## src/rtl/fetch_unit.sv

```systemverilog
// Instruction fetch stage: holds the PC, issues one request at a time to instruction memory and
// presents the fetched word until retire. Optional trap on misaligned targets: FETCH_MISALIGN_TRAP_EN.
module fetch_unit #(
  parameter logic [31:0] RESET_PC = 32'h0000_0000
) (
  input  logic        clk,
  input  logic        rst,
  input  logic [1:0]  PCSrc,
  input  logic [31:0] PCTarget,
  input  logic [31:0] ALUResult,
  input  logic        retire,
  output logic        imem_req,
  output logic [31:0] imem_addr,
  input  logic        imem_ready,
  input  logic        imem_rvalid,
  input  logic [31:0] imem_rdata,
  output logic [31:0] Instr,
  output logic [31:0] PC,
  output logic [31:0] PCPlus4,
  output logic        instr_valid,
  output logic        misalign_err
);

  localparam logic [31:0] Nop = 32'h0000_0013;

  typedef enum logic [1:0] {StFetch, StWait, StHold, StHalt} state_e;

  state_e      state;
  logic [31:0] pc_next;
  logic [31:0] pc_next_aligned;

  assign PCPlus4   = PC + 32'd4;
  assign imem_addr = PC;
  // Decoded from state but held low while reset is asserted.
  assign imem_req  = (state == StFetch) && !rst;

  always_comb begin
    case (PCSrc)
      2'b01:   pc_next = PCTarget;
      2'b10:   pc_next = ALUResult;
      default: pc_next = PCPlus4;
    endcase
  end

  assign pc_next_aligned = pc_next & ~32'd3;

`ifdef FETCH_MISALIGN_TRAP_EN
  logic misalign_q;
  assign misalign_err = misalign_q;
`else
  assign misalign_err = 1'b0;
`endif

  always_ff @(posedge clk) begin
    if (rst) begin
      state       <= StFetch;
      PC          <= RESET_PC;
      Instr       <= Nop;
      instr_valid <= 1'b0;
`ifdef FETCH_MISALIGN_TRAP_EN
      misalign_q  <= 1'b0;
`endif
    end else begin
      case (state)
        StFetch: begin
          if (imem_ready) state <= StWait;
        end
        StWait: begin
          if (imem_rvalid) begin
            Instr       <= imem_rdata;
            instr_valid <= 1'b1;
            state       <= StHold;
          end
        end
        StHold: begin
          if (retire) begin
            instr_valid <= 1'b0;
`ifdef FETCH_MISALIGN_TRAP_EN
            if (pc_next[1:0] != 2'b00) begin
              misalign_q <= 1'b1;
              state      <= StHalt;
            end else begin
              PC    <= pc_next;
              state <= StFetch;
            end
`else
            PC    <= pc_next_aligned;
            state <= StFetch;
`endif
          end
        end
        default: begin
          // Halted until reset.
          state       <= StHalt;
          instr_valid <= 1'b0;
        end
      endcase
    end
  end

endmodule

```

## config.mk

```make
export PLATFORM = sky130hd
export DESIGN_NAME = fetch_unit
export DESIGN_NICKNAME = d
export VERILOG_FILES = /design/src/rtl/fetch_unit.sv
export SDC_FILE = /design/constraint.sdc
export NUM_CORES = 1
export LEC_CHECK = 0
export ABC_AREA = 1
export BUFFER_PORTS_ARGS = -buffer_cell sky130_fd_sc_hd__buf_2
export CORE_AREA = 4 4 89 108
export DETAILED_ROUTE_END_ITERATION = 10
export DIE_AREA = 0 0 93 112
export GPL_ROUTABILITY_DRIVEN = 0
export MAX_ROUTING_LAYER = met4
export PLACE_DENSITY = 0.94
export SETUP_SLACK_MARGIN = 0.5
export SLEW_MARGIN = 15
export SYNTH_ARGS = -nofsm -noshare
export SYNTH_HDL_FRONTEND = slang
export SYNTH_SLANG_ARGS = --single-unit
```

## constraint.sdc

```tcl
create_clock -name clk -period 3 [get_ports clk]
set_clock_uncertainty 0.2 [all_clocks]
set_input_delay 0.6 -clock clk [delete_from_list [all_inputs] [get_ports clk]]
set_output_delay 0.6 -clock clk [all_outputs]
set_load 0.01 [all_outputs]
```

[Word-level counts from Yosys, hierarchy flattened]
Index checks and enable logic that the tools add are counted.
Cells by class
  add/subtract/negate cells: 1
  multipliers: 0
  divide/modulo/power cells: 0
  $lt $le $gt $ge: 0
  eq/ne operators: 7
  shift-type cells: 0
  mux-type cells: 8
  bitwise gates (word level): 1
  reduce and logical (&&, ||, !) cells: 7
Operators by type and width (count)
  32-bit one-hot mux with 2 select lines: 1
  32-bit by 3-bit adder with 32-bit output, second input constant: 1
  2-bit two-way mux: 3
  2-bit inequality test, second input constant: 3
  2-bit one-hot mux with 3 select lines: 1
  3-bit AND reduction: 2
  2-bit by 1-bit equality test with 1-bit output, second input constant: 2
  2-bit equality test, second input constant: 2
  2-bit AND reduction: 2
  1-bit one-hot mux with 3 select lines: 1
  2-bit zero test: 1
  1-bit two-way mux: 2
  1-bit logical AND: 1
  1-bit zero test: 1
  1-bit inverter: 1
Word-level totals
  register bits: 65
  bits in latches: 0
  memory bits (writable): 0
  memory bits (read-only): 0
  output and inout bits: 131
  logic and storage cells: 28
  memories: 0

[Depth between registers and ports, before layout]
  depth in word-level cells: 3
  mapped depth: 10
  gate-level depth less buffers: 10

[Least setup slack after synthesis]
OpenSTA, ideal clock, no wires.
  path type: reg-to-output
  start: register PC[3]
  end: output PCPlus4[24]
  data arrival time: 1339 ps
  data required time: 2200 ps
  path slack: 861 ps
  cell stages (with the launch flop): 8
  buffers on the path: 0
  cells stage by stage: dfxtp_1 > ha_1 > nand2_1 > nor2_4 > nand2_2 > nor2_2 > nand3_1 > and2_1
On the way
  word-level cells in the longest chain between the ends: 1
Ends and longest elaborated chain
  start, declared: RTL line 18  | output logic [31:0] PC,
  start signal, assigned: RTL line 87  | PC <= pc_next_aligned;
  32-bit by 3-bit adder with 32-bit output: RTL line 32  | assign PCPlus4 = PC + 32'd4;
  end, declared: RTL line 19  | output logic [31:0] PCPlus4,
Every way passes these cells.

[Worst setup path in the final report]
Ends and elaborated chain as after synthesis.

==> qor.csv <==
stage;metric;value;unit
critical_path;WP data required;2200;ps
critical_path;Reg-to-Reg End;Instr[27]$_SDFFE_PP0P_;
cts;Clock transition at path regs;80;ps
worst_hold_path;Hold WC Path Type;in2reg;
final_layout;area of the multi-input gates;2370;um^2
sta;slew of the pin with the lowest slew margin;958;ps
status;status;finished clean;
cts;Root Driver;clkbuf_8;
critical_path;critical-path maximum fanout;4;
final_layout;Final Core Density;65.7;%
final_layout;n_diodes;0;
floorplan;num rows;37;
run;max_cap viols;0;
worst_hold_path;worst hold path depth;3;
global_route;Global Route Usage Sum;25.8;%
critical_path;Worst Path Arrival;1770;ps
sta;final setup fails;0;
final_layout;# nets final;893;
sta;final worst path period share;85.8;%
floorplan;Core Area;8520;um^2
placed_design;IO Port Bufs;222;
power_and_ir_drop;LEAKAGE;2.85;nW
drt;vias;4653;
cts;Clk Latency, worst-skew pair;340;ps
final_layout;synthesis-to-layout area growth;39.2;%
power_and_ir_drop;Total Power;3.71;mW
final_layout;Sequential Area;1350;um^2
floorplan;total die area;10400;um^2
critical_path;Crit. End Element;primary output;
drt;number of remaining DRC errors;0;
drt;Via density;5.15;
synth;top-area cell type share of the netlist area;32.4;%
final_layout;filler instances;763;
global_route;total gr overflow;0;
cts;Max clock buf depth;2;
sta;final slew viol count;0;
worst_hold_path;min-delay src;imem_rdata[1];
synth;largest area contributor in the netlist;dfxtp_1;
critical_path;Worst R2R Start;state[1]$_SDFFE_PP0P_;
synth;Synth Instances;582;
critical_path;reg-to-reg setup timing slack;1050;ps
drt;1st-iter DRT viols;227;
synth;Synth cell types;27;
synth;Mapped Area;4020;um^2
power_and_ir_drop;pwr dens;663;nW/um^2
power_and_ir_drop;maximum VDD drop;0.434;mV
floorplan;die span in y;112;um
sta;RSZ-0062 raised after global routing;true;
cts;TritonCTS Buffers;9;
critical_path;Crit Path Category;reg2out;
synth;top cells by area, synth;dfxtp_1 32%, nand2_1 11%, nor2_1 7.9%;
cts;CTS Sinks;65;
drt;DRT Pass-1 Iters;5;
sta;Final Hold Vio Count;0;
floorplan;initial core utilization;47.2;%
worst_hold_path;Hold Path Sink;Instr[1]$_SDFFE_PP1P_;
placed_design;Placed Area;4980;um^2
critical_path;CP startpoint kind;flop;
global_route;vias in the first global route;4448;
synth;register area share after synthesis;32.4;%
sta;Max-slew headroom;36.1;%
final_layout;share of layout cells above drive strength 1;43.3;%
global_route;initial antenna violation count;0;
cts;CTS tree;built;
drt;antenna viol nets, final;0;
global_route;first-pass GRT wire length;20900;um
final_layout;Final Instance Area;5600;um^2
cts;CTS Hold Buffers Added;0;
critical_path;FF-to-FF path depth;6;
floorplan;IO Pins;234;
cts;H-tree levels;3;
global_route;largest net degree at the start of global routing;41;
sta;max frequency;389;MHz
synth;Syn. warnings;0;
placed_design;Final HPWL DP;9760;um
synth;#FFs+latches synth;65;
floorplan;Die W;93;um
drt;total routed wirelength;13700;um
synth;average size of a mapped cell;6.91;um^2
drt;post-DR wirelength/cell;15.2;um
sta;total negative slack;0;ps
sta;minimum clock period;2570;ps
-- metrics by stage --
step / hold slack, ps / worst slack (ps) / std cells
global placement: 235 / 639 / 870
finish: 255 / 426 / 904
detailed placement: 239 / 618 / 870
global route: 248 / 316 / 904
floorplan: 269 / 861 / 588
CTS: 235 / 409 / 895
-- worst max-delay path by stage --
stage / startpoint / end / slack (ps)
floorplan: PC[3]$_SDFFE_PP0P_ / PCPlus4[24] / 860
global placement: PC[3]$_SDFFE_PP0P_ / PCPlus4[24] / 640
detailed placement: PC[2]$_SDFFE_PP0P_ / PCPlus4[24] / 620
CTS: PC[2]$_SDFFE_PP0P_ / PCPlus4[24] / 410
global route: PC[3]$_SDFFE_PP0P_ / PCPlus4[30] / 320
finish: PC[3]$_SDFFE_PP0P_ / PCPlus4[24] / 430
-- cell usage in the layout (no fill, tap or decap), drive strengths merged, types with 2 or more instances in the layout --
cell type / netlist / routed
nand2: 121 / 121
bufinv: 0 / 3
nor2: 97 / 97
xnor2: 4 / 4
conb: 1 / 7
nand3: 14 / 14
ha: 7 / 7
a21oi: 60 / 60
xor2: 11 / 11
and2: 5 / 5
a22o: 30 / 30
o21ai: 60 / 60
nand3b: 6 / 6
o211ai: 2 / 2
dfxtp: 65 / 65
clkbuf: 28 / 9
buf: 39 / 251
inv: 29 / 31
-- logic make-up after synthesis --
logic type,synth area share (%)
AOI/OAI and AO/OA,22.1
xor gates and xnor gates,4.39
adders and majority gates,2.18
buffers and inverters,12.6
DFF,32.4
other,0.0933
and+or+nand+nor,26.3
-- worst max-delay path: stages (launching register included) --
cell and delay [ps]:
dfxtp_4 370, ha_4 150, nand2_4 50, nor2_4 160, nand2_2 110, nor2_4 190
nand3_1 110, and2_4 170, buf_6 110
-- where the power goes --
| part | switching, mW | internal (mW) | leakage [nW] |
|---|---|---|---|
| logic | 0.844 | 0.625 | 2.19 |
| registers | 0.224 | 1.09 | 0.544 |
| clock network | 0.376 | 0.554 | 0.116 |
-- what timing repair did --
action | CTS | global route
endpoints found under the setup margin | 23 | 25
cloned | 0 | 0
setup buffers | 10 | 9
pin swaps | 19 | 31
gates resized for setup | 36 | 42
-- state kept, by name, indices dropped and copies added, names as in the netlist --
name,cells
Instr,32
PC,30
instr_valid,1
state,2
-- cell usage after synthesis --
| master | n |
|---|---|
| conb_1 | 1 |
| and2_1 | 5 |
| nor2_1 | 85 |
| ha_1 | 7 |
| xor2_1 | 5 |
| a211oi_1 | 1 |
| clkinv_1 | 1 |
| nand3b_1 | 6 |
| a21oi_2 | 1 |
| buf_2 | 2 |
| clkbuf_1 | 28 |
| inv_1 | 29 |
| o211ai_1 | 2 |
| xnor2_1 | 4 |
| buf_4 | 37 |
| xor2_2 | 6 |
| o21ai_0 | 60 |
| nor3_1 | 1 |
| a21oi_1 | 59 |
| nand2_1 | 116 |
| nand3_1 | 14 |
| nor2_2 | 4 |
| a22o_1 | 30 |
| nand2_4 | 1 |
| nand2_2 | 4 |
| dfxtp_1 | 65 |
| nor2_4 | 8 |
-- metal layers --
metal	part of all wire (%)	track usage (%)	routed length [um]
met2	52	45.5	7080
met1	36	27.6	4990
met5	0	-	0
met4	2.9	9.68	393
met3	9.1	6.49	1250
-- cell type report --
type                    count  area share [%]
clock inverters             6            2.06
clock buffers               9            2.21
multi-input cells         426            42.3
flip-flops and latches     65            24.1
inverters                  30            2.06
repair buffers            251            24.6
well taps                 117            2.61
Note: power is estimated with default switching activity, not from simulation.
